**config.mk**
```make
export PLATFORM = sky130hd
export DESIGN_NAME = issue_queue_gen_flat
export DESIGN_NICKNAME = d
export VERILOG_FILES = /design/src/rtl/issue_queue_gen_if.sv /design/src/rtl/issue_queue_gen.sv /design/src/flat_wrapper.sv
export SDC_FILE = /design/constraint.sdc
export NUM_CORES = 1
export LEC_CHECK = 0
export CORE_UTILIZATION = 58
export DETAILED_ROUTE_END_ITERATION = 10
export PLACE_DENSITY = 0.77
export SLEW_MARGIN = 30
export SYNTH_ARGS = -nofsm -noshare
export SYNTH_HDL_FRONTEND = slang
export SYNTH_SLANG_ARGS = --single-unit
```
**constraint.sdc**
```tcl
create_clock -name clk -period 16.3 [get_ports clk]
set_input_delay 3.26 -clock clk [delete_from_list [all_inputs] [get_ports clk]]
set_output_delay 3.26 -clock clk [all_outputs]
set_load 0.05 [all_outputs]
```
**src/rtl/issue_queue_gen_if.sv**
```systemverilog
// Dispatch, CDB, flush and issue bundle for issue_queue_gen.
// The master side drives dispatch/CDB/control and the slave side is the queue.
interface issue_queue_gen_if #(
    parameter int DEPTH  = 4,
    parameter int TAG_W  = 6,
    parameter int DATA_W = 32,
    parameter int CMN_W  = 16
);
    localparam int OCC_W = $clog2(DEPTH + 1);

    logic              disp_valid;
    logic [CMN_W-1:0]  disp_cmn;
    logic [TAG_W-1:0]  disp_op1_tag;
    logic [TAG_W-1:0]  disp_op2_tag;
    logic              disp_op1_valid;
    logic              disp_op2_valid;
    logic [DATA_W-1:0] disp_op1_data;
    logic [DATA_W-1:0] disp_op2_data;
    logic              queue_full;
    logic              cdb_valid;
    logic [TAG_W-1:0]  cdb_tag;
    logic [DATA_W-1:0] cdb_data;
    logic              flush;
    logic              ex_done;
    logic              issue_valid;
    logic [CMN_W-1:0]  issue_cmn;
    logic [DATA_W-1:0] issue_op1_data;
    logic [DATA_W-1:0] issue_op2_data;
    logic [OCC_W-1:0]  occupancy;

    modport master (
        output disp_valid, disp_cmn, disp_op1_tag, disp_op2_tag,
               disp_op1_valid, disp_op2_valid, disp_op1_data, disp_op2_data,
               cdb_valid, cdb_tag, cdb_data, flush, ex_done,
        input  queue_full, issue_valid, issue_cmn, issue_op1_data,
               issue_op2_data, occupancy
    );

    modport slave (
        input  disp_valid, disp_cmn, disp_op1_tag, disp_op2_tag,
               disp_op1_valid, disp_op2_valid, disp_op1_data, disp_op2_data,
               cdb_valid, cdb_tag, cdb_data, flush, ex_done,
        output queue_full, issue_valid, issue_cmn, issue_op1_data,
               issue_op2_data, occupancy
    );
endinterface

```
**src/rtl/issue_queue_gen.sv**
```systemverilog
// Age-ordered collapsing issue queue: oldest-ready issue, CDB wakeup,
// dispatch bypass and synchronous flush. Index 0 is always the oldest entry.
module issue_queue_gen #(
    parameter int DEPTH  = 4,
    parameter int TAG_W  = 6,
    parameter int DATA_W = 32,
    parameter int CMN_W  = 16
) (
    input logic             clk,
    input logic             rst,
    issue_queue_gen_if.slave bus
);
    localparam int OCC_W = $clog2(DEPTH + 1);
    localparam int IDX_W = $clog2(DEPTH);

    logic              valid_r [DEPTH];
    logic [CMN_W-1:0]  cmn_r   [DEPTH];
    logic [TAG_W-1:0]  tag1_r  [DEPTH];
    logic [TAG_W-1:0]  tag2_r  [DEPTH];
    logic              dv1_r   [DEPTH];
    logic              dv2_r   [DEPTH];
    logic [DATA_W-1:0] data1_r [DEPTH];
    logic [DATA_W-1:0] data2_r [DEPTH];
    logic [OCC_W-1:0]  occ_r;

    logic              nxt_valid_s [DEPTH];
    logic [CMN_W-1:0]  nxt_cmn_s   [DEPTH];
    logic [TAG_W-1:0]  nxt_tag1_s  [DEPTH];
    logic [TAG_W-1:0]  nxt_tag2_s  [DEPTH];
    logic              nxt_dv1_s   [DEPTH];
    logic              nxt_dv2_s   [DEPTH];
    logic [DATA_W-1:0] nxt_data1_s [DEPTH];
    logic [DATA_W-1:0] nxt_data2_s [DEPTH];
    logic [OCC_W-1:0]  nxt_occ_s;

    logic [DEPTH-1:0]  ready_s;
    logic [DEPTH-1:0]  wake1_s;
    logic [DEPTH-1:0]  wake2_s;
    logic [DEPTH-1:0]  wr_s;
    logic [IDX_W-1:0]  sel_s;
    logic              any_s;
    logic              full_s;
    logic              accept_s;
    logic              issue_done_s;
    logic              byp1_s;
    logic              byp2_s;
    logic [OCC_W-1:0]  wr_idx_s;

    // Oldest ready entry; scanning from the top lets the lowest index win.
    always_comb begin
        any_s   = 1'b0;
        sel_s   = {IDX_W{1'b0}};
        ready_s = {DEPTH{1'b0}};
        for (int i = DEPTH - 1; i >= 0; i--) begin
            ready_s[i] = valid_r[i] & dv1_r[i] & dv2_r[i];
            sel_s      = ready_s[i] ? IDX_W'(i) : sel_s;
            any_s      = any_s | ready_s[i];
        end
    end

    assign full_s       = (occ_r == OCC_W'(DEPTH));
    assign issue_done_s = any_s & bus.ex_done;
    assign accept_s     = bus.disp_valid & ~full_s & ~bus.flush;
    assign wr_idx_s     = occ_r - {{(OCC_W-1){1'b0}}, issue_done_s};
    assign byp1_s = bus.cdb_valid & ~bus.disp_op1_valid & (bus.disp_op1_tag == bus.cdb_tag);
    assign byp2_s = bus.cdb_valid & ~bus.disp_op2_valid & (bus.disp_op2_tag == bus.cdb_tag);

    assign bus.queue_full     = full_s;
    assign bus.occupancy      = occ_r;
    assign bus.issue_valid    = any_s;
    assign bus.issue_cmn      = any_s ? cmn_r[sel_s]   : {CMN_W{1'b0}};
    assign bus.issue_op1_data = any_s ? data1_r[sel_s] : {DATA_W{1'b0}};
    assign bus.issue_op2_data = any_s ? data2_r[sel_s] : {DATA_W{1'b0}};

    // Next entry image: collapse over the issued slot, then wakeup, then dispatch write.
    always_comb begin
        int src;
        src     = 0;
        wake1_s = {DEPTH{1'b0}};
        wake2_s = {DEPTH{1'b0}};
        wr_s    = {DEPTH{1'b0}};
        for (int i = 0; i < DEPTH; i++) begin
            src = i + ((issue_done_s && (IDX_W'(i) >= sel_s)) ? 1 : 0);
            if (src < DEPTH) begin
                nxt_valid_s[i] = valid_r[src];
                nxt_cmn_s[i]   = cmn_r[src];
                nxt_tag1_s[i]  = tag1_r[src];
                nxt_tag2_s[i]  = tag2_r[src];
                nxt_dv1_s[i]   = dv1_r[src];
                nxt_dv2_s[i]   = dv2_r[src];
                nxt_data1_s[i] = data1_r[src];
                nxt_data2_s[i] = data2_r[src];
            end else begin
                nxt_valid_s[i] = 1'b0;
                nxt_cmn_s[i]   = {CMN_W{1'b0}};
                nxt_tag1_s[i]  = {TAG_W{1'b0}};
                nxt_tag2_s[i]  = {TAG_W{1'b0}};
                nxt_dv1_s[i]   = 1'b0;
                nxt_dv2_s[i]   = 1'b0;
                nxt_data1_s[i] = {DATA_W{1'b0}};
                nxt_data2_s[i] = {DATA_W{1'b0}};
            end

            wake1_s[i] = bus.cdb_valid & nxt_valid_s[i] & ~nxt_dv1_s[i] & (nxt_tag1_s[i] == bus.cdb_tag);
            wake2_s[i] = bus.cdb_valid & nxt_valid_s[i] & ~nxt_dv2_s[i] & (nxt_tag2_s[i] == bus.cdb_tag);
            nxt_dv1_s[i]   = nxt_dv1_s[i] | wake1_s[i];
            nxt_dv2_s[i]   = nxt_dv2_s[i] | wake2_s[i];
            nxt_data1_s[i] = wake1_s[i] ? bus.cdb_data : nxt_data1_s[i];
            nxt_data2_s[i] = wake2_s[i] ? bus.cdb_data : nxt_data2_s[i];

            wr_s[i] = accept_s & (OCC_W'(i) == wr_idx_s);
            nxt_valid_s[i] = ~bus.flush & (nxt_valid_s[i] | wr_s[i]);
            nxt_cmn_s[i]   = wr_s[i] ? bus.disp_cmn : nxt_cmn_s[i];
            nxt_tag1_s[i]  = wr_s[i] ? bus.disp_op1_tag : nxt_tag1_s[i];
            nxt_tag2_s[i]  = wr_s[i] ? bus.disp_op2_tag : nxt_tag2_s[i];
            nxt_dv1_s[i]   = wr_s[i] ? (bus.disp_op1_valid | byp1_s) : nxt_dv1_s[i];
            nxt_dv2_s[i]   = wr_s[i] ? (bus.disp_op2_valid | byp2_s) : nxt_dv2_s[i];
            nxt_data1_s[i] = wr_s[i] ? (byp1_s ? bus.cdb_data : bus.disp_op1_data) : nxt_data1_s[i];
            nxt_data2_s[i] = wr_s[i] ? (byp2_s ? bus.cdb_data : bus.disp_op2_data) : nxt_data2_s[i];
        end

        if (bus.flush) begin
            nxt_occ_s = {OCC_W{1'b0}};
        end else begin
            nxt_occ_s = occ_r + {{(OCC_W-1){1'b0}}, accept_s} - {{(OCC_W-1){1'b0}}, issue_done_s};
        end
    end

    // Entry storage and occupancy; reset clears everything asynchronously.
    always_ff @(posedge clk or posedge rst) begin
        if (rst) begin
            occ_r <= {OCC_W{1'b0}};
            for (int i = 0; i < DEPTH; i++) begin
                valid_r[i] <= 1'b0;
                cmn_r[i]   <= {CMN_W{1'b0}};
                tag1_r[i]  <= {TAG_W{1'b0}};
                tag2_r[i]  <= {TAG_W{1'b0}};
                dv1_r[i]   <= 1'b0;
                dv2_r[i]   <= 1'b0;
                data1_r[i] <= {DATA_W{1'b0}};
                data2_r[i] <= {DATA_W{1'b0}};
            end
        end else begin
            occ_r <= nxt_occ_s;
            for (int i = 0; i < DEPTH; i++) begin
                valid_r[i] <= nxt_valid_s[i];
                cmn_r[i]   <= nxt_cmn_s[i];
                tag1_r[i]  <= nxt_tag1_s[i];
                tag2_r[i]  <= nxt_tag2_s[i];
                dv1_r[i]   <= nxt_dv1_s[i];
                dv2_r[i]   <= nxt_dv2_s[i];
                data1_r[i] <= nxt_data1_s[i];
                data2_r[i] <= nxt_data2_s[i];
            end
        end
    end
endmodule

```
**src/flat_wrapper.sv**
```systemverilog
// flat-port wrapper written by rule: the top's interface ports become plain ports
module issue_queue_gen_flat 
#(
    parameter int DEPTH  = 4,
    parameter int TAG_W  = 6,
    parameter int DATA_W = 32,
    parameter int CMN_W  = 16
)
  (clk, rst, bus_disp_valid, bus_disp_cmn, bus_disp_op1_tag, bus_disp_op2_tag, bus_disp_op1_valid, bus_disp_op2_valid, bus_disp_op1_data, bus_disp_op2_data, bus_cdb_valid, bus_cdb_tag, bus_cdb_data, bus_flush, bus_ex_done, bus_queue_full, bus_issue_valid, bus_issue_cmn, bus_issue_op1_data, bus_issue_op2_data, bus_occupancy);
  issue_queue_gen_if #(.DEPTH(DEPTH), .TAG_W(TAG_W), .DATA_W(DATA_W), .CMN_W(CMN_W)) bus_i ();
  input logic clk;
  input logic rst;
  input wire logic [$bits(bus_i.disp_valid)-1:0] bus_disp_valid;
  input wire logic [$bits(bus_i.disp_cmn)-1:0] bus_disp_cmn;
  input wire logic [$bits(bus_i.disp_op1_tag)-1:0] bus_disp_op1_tag;
  input wire logic [$bits(bus_i.disp_op2_tag)-1:0] bus_disp_op2_tag;
  input wire logic [$bits(bus_i.disp_op1_valid)-1:0] bus_disp_op1_valid;
  input wire logic [$bits(bus_i.disp_op2_valid)-1:0] bus_disp_op2_valid;
  input wire logic [$bits(bus_i.disp_op1_data)-1:0] bus_disp_op1_data;
  input wire logic [$bits(bus_i.disp_op2_data)-1:0] bus_disp_op2_data;
  input wire logic [$bits(bus_i.cdb_valid)-1:0] bus_cdb_valid;
  input wire logic [$bits(bus_i.cdb_tag)-1:0] bus_cdb_tag;
  input wire logic [$bits(bus_i.cdb_data)-1:0] bus_cdb_data;
  input wire logic [$bits(bus_i.flush)-1:0] bus_flush;
  input wire logic [$bits(bus_i.ex_done)-1:0] bus_ex_done;
  output wire logic [$bits(bus_i.queue_full)-1:0] bus_queue_full;
  output wire logic [$bits(bus_i.issue_valid)-1:0] bus_issue_valid;
  output wire logic [$bits(bus_i.issue_cmn)-1:0] bus_issue_cmn;
  output wire logic [$bits(bus_i.issue_op1_data)-1:0] bus_issue_op1_data;
  output wire logic [$bits(bus_i.issue_op2_data)-1:0] bus_issue_op2_data;
  output wire logic [$bits(bus_i.occupancy)-1:0] bus_occupancy;
  assign bus_i.disp_valid = bus_disp_valid;
  assign bus_i.disp_cmn = bus_disp_cmn;
  assign bus_i.disp_op1_tag = bus_disp_op1_tag;
  assign bus_i.disp_op2_tag = bus_disp_op2_tag;
  assign bus_i.disp_op1_valid = bus_disp_op1_valid;
  assign bus_i.disp_op2_valid = bus_disp_op2_valid;
  assign bus_i.disp_op1_data = bus_disp_op1_data;
  assign bus_i.disp_op2_data = bus_disp_op2_data;
  assign bus_i.cdb_valid = bus_cdb_valid;
  assign bus_i.cdb_tag = bus_cdb_tag;
  assign bus_i.cdb_data = bus_cdb_data;
  assign bus_i.flush = bus_flush;
  assign bus_i.ex_done = bus_ex_done;
  assign bus_queue_full = bus_i.queue_full;
  assign bus_issue_valid = bus_i.issue_valid;
  assign bus_issue_cmn = bus_i.issue_cmn;
  assign bus_issue_op1_data = bus_i.issue_op1_data;
  assign bus_issue_op2_data = bus_i.issue_op2_data;
  assign bus_occupancy = bus_i.occupancy;
  issue_queue_gen #(.DEPTH(DEPTH), .TAG_W(TAG_W), .DATA_W(DATA_W), .CMN_W(CMN_W)) u_core (.clk(clk), .rst(rst), .bus(bus_i));
endmodule
```
=== Yosys cells after proc, flatten, opt, wreduce, memory -nomap -nowiden ===
Cells that the tools add are included.

* Register bits after elaboration: 383
* Latch bits: 0
* RAM bits: 0
* ROM bits: 0
* Memories kept: 0

* Add/subtract/negate cells: 6
* $mul: 0
* Divide/modulo/power cells: 0
* Order comparisons: 13
* Eq/ne operators: 14
* Shift operators: 0
* Muxes and demuxes: 187
* Bitwise gates (word level): 77
* Reduce and logical (&&, ||, !) cells: 5

{| class="wikitable"
|+ Operators by type and width
! cell !! number
|-
| 2-to-1 mux 32 bit || 48
|-
| binary-select mux 32 bit (select 2 bit) || 10
|-
| 2-to-1 mux 16 bit || 19
|-
| 2-to-1 mux 6 bit || 32
|-
| binary-select mux 16 bit (select 2 bit) || 5
|-
| greater-or-equal comparator 32 x 3 -> 1 bit, second input constant || 4
|-
| < comparator 32 x 4 -> 1 bit, second input constant || 4
|-
| NOT 32 bit || 4
|-
| binary-select mux 6 bit (select 2 bit) || 8
|-
| adder 3 x 32 -> 32 bit, first input constant || 2
|-
| equality test 6 bit || 10
|-
| 2-to-1 mux 1 bit || 48
|-
| AND 1 bit || 43
|-
| adder 2 x 32 -> 32 bit, first input constant || 1
|-
| binary-select mux 1 bit (select 2 bit) || 12
|-
| OR 1 bit || 17
|-
| NOT 1 bit || 12
|-
| 2-to-1 mux 2 bit || 4
|-
| equality test 2 x 3 -> 1 bit, first input constant || 2
|-
| subtractor 3 x 1 -> 3 bit || 2
|-
| greater-or-equal comparator 1 x 2 -> 1 bit, first input constant || 2
|-
| greater-or-equal comparator 2 bit, first input constant || 2
|-
| logical AND 1 bit || 4
|-
| adder 3 x 1 -> 3 bit || 1
|-
| 6 further kinds || 6
|}

=== Logic depth before layout (Yosys ltp) ===
Gate-level depths: netlist of run 1.

* Word-level depth: 20
* Mapped depth: 15
* Gate-level depth less buffers: 11

=== Least setup slack after synthesis of run 1 ===
No wires, ideal clock.

* Path kind: input to register
* From: input port bus_ex_done
* To: register u_core.data1_r[0] in the netlist's numbering
* Setup time: 0.127 ns
* Data arrival time: 5.638 ns
* Required time: 16.173 ns
* Path slack: 10.535 ns
* Stages on the path: 13
* Path through: buf_2 o41a_1 buf_2 nand2_1 inv_1 ha_1 nor2_1 o2111ai_1 mux2i_2 mux2i_1 clkbuf_1 a222oi_1 inv_1

* Cells in the longest elaborated chain, start to end: 14

{| class="wikitable"
|+ RTL lines
! what !! line !! text
|-
| from (decl) || flat_wrapper.sv:25 || <nowiki>input wire logic [$bits(bus_i.ex_done)-1:0] bus_ex_done;</nowiki>
|-
| AND 1 bit * || issue_queue_gen.sv:62 || <nowiki>assign issue_done_s = any_s & bus.ex_done;</nowiki>
|-
| branches (longest 12 deep; another with adder 3 x 32 -> 32 bit) || - ||
|-
| 2-to-1 mux 32 bit * || issue_queue_gen.sv:118 || <nowiki>nxt_data1_s[i] = wr_s[i] ? (byp1_s ? bus.cdb_data : bus.disp_op1_data) : nxt_data1_s[i];</nowiki>
|-
| to (signal, indexed assignment) || issue_queue_gen.sv:140 || <nowiki>data1_r[i] <= {DATA_W{1'b0}};</nowiki>
|-
| to (signal, indexed assignment) || issue_queue_gen.sv:152 || <nowiki>data1_r[i] <= nxt_data1_s[i];</nowiki>
|-
| to (decl) || issue_queue_gen.sv:22 || <nowiki>logic [DATA_W-1:0] data1_r [DEPTH];</nowiki>
|}

Mark *: on every way between the ends. The select of a mux whose other input is x is not followed.

=== Worst setup path after layout of run 1 ===
* From: register u_core.dv2_r[1] in the netlist's numbering
* To: output port bus_issue_op2_data[31]

* Cells in the longest elaborated chain, start to end: 9

{| class="wikitable"
|+ RTL lines
! what !! line !! text
|-
| from (decl) || issue_queue_gen.sv:21 || <nowiki>logic dv2_r [DEPTH];</nowiki>
|-
| from (signal, indexed assignment) || issue_queue_gen.sv:151 || <nowiki>dv2_r[i] <= nxt_dv2_s[i];</nowiki>
|-
| AND 1 bit * || issue_queue_gen.sv:55 || <nowiki>ready_s[i] = valid_r[i] & dv1_r[i] & dv2_r[i];</nowiki>
|-
| 2-to-1 mux 2 bit (3 in series) || issue_queue_gen.sv:56 || <nowiki>sel_s = ready_s[i] ? IDX_W'(i) : sel_s;</nowiki>
|-
| NOT 2 -> 3 bit (implied by the code) || issue_queue_gen.sv:73 || <nowiki>assign bus.issue_op2_data = any_s ? data2_r[sel_s] : {DATA_W{1'b0}};</nowiki>
|-
| binary-select mux 32 bit (select 2 bit) || issue_queue_gen.sv:73 ||
|-
| 2-to-1 mux 32 bit (implied by the code) (2 in series) || issue_queue_gen.sv:73 ||
|-
| 2-to-1 mux 32 bit * || issue_queue_gen.sv:73 ||
|-
| to (decl) || flat_wrapper.sv:30 || <nowiki>output wire logic [$bits(bus_i.issue_op2_data)-1:0] bus_issue_op2_data;</nowiki>
|}

Every way passes the cells marked *; elsewhere a longest branch is shown, timed or not. The select of a mux whose other input is x is not followed.

==> metrics.md, run 1 <==
| Metric | Value |
|---|---|
| Yosys warning count | `0` |
| Post-Synth XOR/XNOR Area | `1.874%` |
| Worst-Skew Late Latency | `0.57 ns` |
| Hold slack final | `0.5182 ns` |
| Main synth FF type | `dfrtp_1` |
| CP startpoint kind | `flip-flop` |
| Worst slew pin tran | `0.9842 ns` |
| Pwr Total | `4.034 mW` |
| CP arrival | `4.45 ns` |
| Crit path capture type | `output port` |
| Setup total negative slack | `0 ns` |
| Hold Fails Final Rpt | `0` |
| Combinational share of power | `33.6%` |
| Pwr/cell area | `150.5 mW/mm^2` |
| Min-delay worst type | `reg2reg` |
| Slowest stage delay, CP | `0.85 ns` |
| DRT Pass-1 Iters | `11` |
| Crit path cell chain | `and3_1 -> o21ai_0 -> and2_4 -> buf_4 -> nand2_1 -> nand3_1 -> and3_1 -> clkdlybuf4s50_1` |
| Min-delay src | `u_core.data1_r[15]` |
| Violated checks | `design-rule violations` |
| Fmax | `129.6 MHz` |
| Sink Count | `383` |
| Initial core utilization | `58.94%` |
| Part of the Yosys area used for sequential elements | `41.98%` |
| TritonCTS clock tree | `done` |
| Core region area | `0.03874 mm^2` |
| # Max-Cap Violations | `0` |
| H-tree depth | `2` |
| CP dominant cell by count | `and3_1` |
| Max Clock Skew | `0.01637 ns` |
| Syn_area_per_cell | `8.528 um^2` |
| Cts hold-fix bufs | `0` |
| Final #Nets | `2,904` |
| Worst hold stages | `2` |
| Slew HR | `34.39%` |
| Outcome | `finished, violations left` |
| Flop pwr share | `42.2%` |
| Maximum clock path buffer count | `3` |
| Cell variety after synth | `61` |
| Slowest cell on the critical path | `clkdlybuf4s50_1` |
| Total CTS buffers | `43` |
| Largest net degree at the start of global routing | `126` |
| NetSw | `1.496 mW` |
| Internal | `2.538 mW` |
| First-pass GRT wire length | `128,000 um` |
| CTS resizes | `0` |
| Critical path class | `reg2out` |
| Final Util | `69.18%` |
| CP required | `13.04 ns` |
| RSZ-0062 raised after global routing | `no` |
| Cells after DPL | `3,233` |
| Iter 0 DRT Violations | `3,182` |
| Post-DP HPWL | `46,630 um` |
| Buffers on Ports | `222` |
| I/O Pins | `223` |
| Number of vias per cell | `6.842` |
| CP Max Fanout | `56` |
| Die width | `200.4 um` |
| Netlist Area Pre-Place | `0.02283 mm^2` |
| Grt ovf | `0` |
| Simple-gate share of the synthesized area | `25.01%` |
| Tcrit/Tclk final | `47.32%` |
| Post-Synthesis Cells | `2,677` |
| Clock Pin Slew Worst Setup and Hold Paths | `0.06 ns` |
| Worst-case reg-to-reg path depth | `13` |
| Crit Reg-Reg Endpoint | `u_core.data1_r[4]` |
| Final setup viols | `0` |
| Fraction of synthesized area in multiplexers | `9.026%` |
| Post-CTS Setup Inserts | `0` |
| WHS Endpoint | `u_core.data1_r[15]` |
| WL per Instance | `24.67 um` |
| DRC | `3` |
| Vias in the first global route | `22,612` |
| Compound-cell area share of the yosys netlist | `16.40%` |
| GPL Wtd Cong | `0.9885` |
| Largest family of logic cells by synthesized area | `simple AND/OR/NAND/NOR gates` |
| FF-to-FF Start | `u_core.dv2_r[1]` |
| Die ar. | `0.04016 mm^2` |
| Layout area overhead | `17.37%` |
| Syn nets | `2,819` |
| Slew Viols, Final | `0` |
| Post-synthesis adder-cell area fraction | `0.2521%` |
| DRT antenna net count | `0` |
| Initial antenna violation count | `5` |
| Peak supply drop | `0.1176 mV` |
| Sw Share | `37.09%` |
| Reg2reg setup slack | `11.49 ns` |
| Die Y-Extent | `200.4 um` |
| Core Rows | `72` |
| Clock group share of total power | `24.2%` |
| Non-filler cells, final | `3,314` |
| Share of cells above drive strength 1 | `7.662%` |
| Fraction of registers with async set/reset | `100.0%` |
| GRT Util Overall | `40.36%` |
| Number of synthesized flops with an enable pin | `0` |
| Synth Register Bits | `383` |
| CTS root buf | `clkbuf_16` |
| Vias | `22,675` |
| Final min period | `7.714 ns` |
| Routed wire length | `81,740 um` |
| Lkg Pwr | `11.63 nW` |
-- power groups by stage --
stage | registers [mW] | clock network (mW) | logic (mW)
floorplan | 1.61 | 0 | 0.993
global placement | 1.67 | 0 | 1.28
detailed placement | 1.69 | 0 | 1.33
CTS | 1.68 | 0.978 | 1.34
global route | 1.75 | 1.02 | 1.49
finish | 1.70 | 0.975 | 1.36
-- kinds of logic after synthesis --
logic type / after synthesis
adder cells (fa/ha/maj): 4
AND/OR/NAND/NOR: 1269
buffers and inverters: 312
flip-flops: 383
XOR/XNOR: 48
AO/OA/AOI/OAI: 456
multiplexers: 205
-- cell usage after synthesis (all sizes together), types with 2 or more instances --
cell / number / area share [%]
buf: 44 / 1.1
mux2: 4 / 0.20
a222oi: 33 / 1.4
a31o: 2 / 0.077
and2: 5 / 0.14
a221oi: 130 / 5.8
nor2b: 12 / 0.33
xor2: 28 / 1.1
a21oi: 30 / 0.66
or4: 3 / 0.099
a31oi: 47 / 1.3
nand2b: 5 / 0.14
inv: 80 / 1.3
a2111oi: 3 / 0.12
o21ai: 56 / 1.2
nor2: 232 / 3.8
nor4: 4 / 0.11
o221ai: 3 / 0.12
a211oi: 65 / 2.1
nor3: 42 / 0.94
xnor2: 20 / 0.80
a22o: 2 / 0.077
nand4: 48 / 1.3
o221a: 33 / 1.6
mux2i: 201 / 8.8
o2111ai: 5 / 0.19
and3: 88 / 2.4
nand2: 638 / 10
nand3b: 80 / 2.6
dfrtp: 383 / 42
clkbuf: 187 / 3.1
nand3: 102 / 2.2
ha: 3 / 0.16
a22oi: 34 / 1.1
and4: 4 / 0.15
a2bb2oi: 2 / 0.077
o31ai: 2 / 0.066
nand4b: 2 / 0.077
o21a: 3 / 0.099
-- per-stage QoR --
step / cell area [um^2] / setup WS, ns
6_report: 26800 / 8.586
5_1_grt: 26790 / 8.478
4_1_cts: 26710 / 8.650
3_5_place_dp: 25300 / 8.452
3_3_place_gp: 25290 / 8.461
2_1_floorplan: 22830 / 2.398
-- worst max-delay path, delay by kind of cell, from the launching register on --
| family | cells | cell delay, ns |
|---|---|---|
| buffers and inverters | 2 | 1.55 |
| and+or+nand+nor | 5 | 1.49 |
| DFF | 1 | 0.45 |
| AOI/OAI and AO/OA | 1 | 0.37 |
-- per-layer routing --
layer  vias to the layer above  routed length (um)  track usage (%)
met3                       320                9084            8.379
met2                      1615               37380            62.85
met1                     11030               31200            52.52
met5                         -                  28                0
met4                         4                4057            22.85
li1                       9706                   -                -
-- state kept, by name, summed over array words and instances, names as in the netlist --
| name | cells |
|---|---|
| u_core.data1_r | 128 |
| u_core.data2_r | 128 |
| u_core.cmn_r | 64 |
| u_core.tag1_r | 24 |
| u_core.tag2_r | 24 |
| u_core.dv1_r | 4 |
| u_core.dv2_r | 4 |
| u_core.valid_r | 4 |
| u_core.bus.occupancy | 3 |
-- final cells by class --
type	count	area (um^2)
Fill cell	3068	11940
Multi-Input combinational cell	1982	12180
Inverter	81	316.6
Timing Repair Buffer	271	2653
Clock inverter	9	45.04
Clock buffer	67	1359
Tap cell	518	648.1
Sequential cell	383	9584
Antenna cell	3	7.507
-- layout by cell type (no fill, tap or decap), drive strengths merged, types with 11 or more instances in the layout --
cell type,count
and3,88
nor3,42
buf,49
clkdlybuf4s50,222
inv,79
nand4,48
xnor2,20
nand2,638
nand3b,80
nand3,102
a211oi,65
a22oi,34
xor2,28
a21oi,30
clkbuf,67
nor2b,12
mux2i,201
clkinv,11
o21ai,56
o221a,33
a221oi,130
a31oi,47
dfrtp,383
nor2,232
a222oi,33
-- worst max-delay path by stage --
stage	to	start	slack, ns	cells past startpoint
4_1_cts	bus_issue_cmn[15]	u_core.dv2_r[1]	8.65	8
5_1_grt	bus_issue_cmn[15]	u_core.dv2_r[1]	8.48	8
6_report	bus_issue_op2_data[31]	u_core.dv2_r[1]	8.59	8
2_1_floorplan	u_core.bus.occupancy[0]	rst	2.40	1
3_3_place_gp	u_core.data1_r[20]	bus_ex_done	8.46	13
3_5_place_dp	u_core.data2_r[94]	bus_ex_done	8.45	9
Note: power is estimated with default switching activity, not from simulation.
==> inputs of run 2 (changes only) <==
--- a/config.mk
+++ b/config.mk
@@ -5,9 +5,9 @@
 export SDC_FILE = /design/constraint.sdc
 export NUM_CORES = 1
 export LEC_CHECK = 0
-export CORE_UTILIZATION = 58
+export CORE_UTILIZATION = 53
 export DETAILED_ROUTE_END_ITERATION = 10
-export PLACE_DENSITY = 0.77
+export PLACE_DENSITY = 0.74
 export SLEW_MARGIN = 30
 export SYNTH_ARGS = -nofsm -noshare
 export SYNTH_HDL_FRONTEND = slang
==> constraint.sdc (replaced) <==
create_clock -name clk -period 6.91 [get_ports clk]
set_input_delay 1.382 -clock clk [delete_from_list [all_inputs] [get_ports clk]]
set_output_delay 1.382 -clock clk [all_outputs]
set_load 0.05 [all_outputs]
==> run 2 against run 1 <==
The flow now finishes without violations. Global-route usage decreased by 3.3 points. Flip-flop and latch count did not move. First-iteration DRC count rose by 1.3%. Combinational power rose by 140%. Worst hold slack gained 0.0038 ns. Critical path type unchanged. Highest routed layer unchanged. Routed wire length rose by 0.87%.
==> metrics.md, run 2 (same netlist as run 1, synthesis figures left out) <==
| Metric | Value |
|---|---|
| NetSw | `3.535 mW` |
| Pre-CTS setup slack | `1.336 ns` |
| DRC | `0` |
| Commonest non-fill, non-tap cells in the layout | `nand2_1, dfrtp_1, nor2_1, clkdlybuf4s50_1, mux2i_1` |
| Worst path top cell family by delay | `buffers and inverters` |
| Tcrit/Tclk final | `83.25%` |
| Placed Area | `0.02545 mm^2` |
| GRT Util Overall | `37.03%` |
| FF-to-FF Start | `u_core.dv2_r[1]` |
| Final setup viols | `0` |
| # Max-Cap Violations | `0` |
| Critical path class | `reg2out` |
| TritonCTS clock tree | `done` |
| Flop pwr share | `41.8%` |
| Post-CTS Setup Inserts | `0` |
| CP Max Fanout | `47` |
| Number of vias per cell | `6.736` |
| Layout area overhead | `17.84%` |
| Largest net degree at the start of global routing | `143` |
| DRT Pass-1 Iters | `9` |
| Share of cells above drive strength 1 | `7.852%` |
| Cts hold-fix bufs | `0` |
| GPL Wtd Cong | `0.9662` |
| Leading cell type in the layout, fill and taps excluded | `nand2_1` |
| Iter 0 DRT Violations | `3,222` |
| Hold slack final | `0.5220 ns` |
| Vias in the first global route | `22,294` |
| Total CTS buffers | `43` |
| Internal | `6.038 mW` |
| Top Registers | `u_core.data1_r (128), u_core.data2_r (128), u_core.cmn_r (64)` |
| Routed wire length | `82,460 um` |
| Sw Share | `36.93%` |
| Outcome | `finished clean` |
| Slew HR | `28.77%` |
| Area occupied by multi-input gates | `0.01221 mm^2` |
| Peak supply drop | `0.2076 mV` |
| Fillers | `3,545` |
| Sink Count | `383` |
| Hold Fails Final Rpt | `0` |
| CTS resizes | `0` |
| Setup total negative slack | `0 ns` |
| Reg2reg setup slack | `2.49 ns` |
| Slowest cell on the critical path | `clkdlybuf4s50_1` |
| CTS root buf | `clkbuf_16` |
| Min-delay src | `u_core.data1_r[16]` |
| Slowest stage delay, CP | `0.83 ns` |
| Maximum clock path buffer count | `3` |
| First-pass GRT wire length | `127,000 um` |
| CP dominant cell by count | `and3_1` |
| Grt ovf | `0` |
| Final #Nets | `2,901` |
| Core region area | `0.04223 mm^2` |
| DRT antenna net count | `0` |
| Max Clock Skew | `0.01205 ns` |
| Crit path cell chain | `and3_1 -> o21ai_0 -> and2_4 -> buf_4 -> nand2_1 -> nand3_1 -> and3_1 -> clkdlybuf4s50_1` |
| Post-DP HPWL | `48,010 um` |
| Vias | `22,436` |
| Die width | `209.6 um` |
| Worst-Skew Late Latency | `0.57 ns` |
| Core Rows | `75` |
| Crit path capture type | `output port` |
| Register area | `0.009584 mm^2` |
| Clock Pin Slew Worst Setup and Hold Paths | `0.06 ns` |
| CP arrival | `4.37 ns` |
| Lkg Pwr | `11.63 nW` |
| H-tree depth | `2` |
| Fin worst setup slack | `1.157 ns` |
| Cells after DPL | `3,253` |
| Min-delay worst type | `reg2reg` |
| Combinational share of power | `33.4%` |
| Initial core utilization | `54.07%` |
| RSZ-0062 raised after global routing | `no` |
| Final min period | `5.753 ns` |
| Fmax | `173.8 MHz` |
| Clock group share of total power | `24.8%` |
| Slew Viols, Final | `0` |
| CP startpoint kind | `flip-flop` |
| I/O Pins | `223` |
| Buffers on Ports | `222` |
| Crit path launch | `u_core.dv2_r[1]` |
| Pwr/cell area | `355.8 mW/mm^2` |
| CP required | `5.53 ns` |
| Die Y-Extent | `209.6 um` |
| Worst slew pin tran | `1.068 ns` |
| WL per Instance | `24.75 um` |
| Cell area after layout | `0.02690 mm^2` |
| Die ar. | `0.04391 mm^2` |
| Initial antenna violation count | `5` |
| Non-filler cells, final | `3,331` |
| Buf/Inv on CP | `2` |
-- run 2: final timing paths --
path | end | cells past startpoint
max reg2reg | u_core.data1_r[78] | 11
max | bus_issue_op1_data[27] | 8
min | u_core.data1_r[16] | 2
min in group asynchronous | u_core.data1_r[56] | 2
max in group asynchronous | u_core.tag1_r[17] | 3
min reg2reg | u_core.data1_r[16] | 2
-- run 2: layout make-up --
| type | instances | area share (%) |
|---|---|---|
| diodes | 3 | 0.02790 |
| clock buffers | 64 | 4.934 |
| inverters | 81 | 1.144 |
| well taps | 539 | 2.507 |
| flip-flops and latches | 383 | 35.62 |
| multi-input cells | 1982 | 45.38 |
| clock inverters | 11 | 0.4092 |
| repair buffers | 268 | 9.971 |
-- run 2: stage by stage --
step	util, %	power (mW)
2_1_floorplan	-	6.137
3_3_place_gp	60.15	6.947
3_5_place_dp	60.26	7.122
4_1_cts	63.67	9.498
5_1_grt	63.71	10.06
6_report	63.71	9.573
-- run 2: worst register-to-register path, cell delays in order, from the launching register on --
cell     delay (ns)
dfrtp_1        0.44
and3_1         0.26
o41a_1         0.64
nand2_1        0.25
inv_1          0.07
ha_1           0.19
nor2_1         0.32
o21a_1         0.39
nand3_4        0.50
mux2_2         0.67
buf_4          0.38
o221a_2        0.25
-- run 2: metal layers --
metal	wire [um]	share of wire, %	track usage (%)	vias to the layer above
met2	37890	46	58.68	1462
met4	3434	4.2	17.69	4
met5	31	0.038	0	-
met1	32110	39	48.47	11040
li1	-	-	-	9688
met3	8991	11	7.946	242
-- run 2: power by group through the flow --
stage	Clock, mW	Sequential (mW)	Combinational, mW
floorplan	0	3.79	2.34
global placement	0	3.94	3.01
detailed placement	0	3.98	3.14
CTS	2.38	3.96	3.16
global route	2.46	4.10	3.50
finish	2.37	4.00	3.20
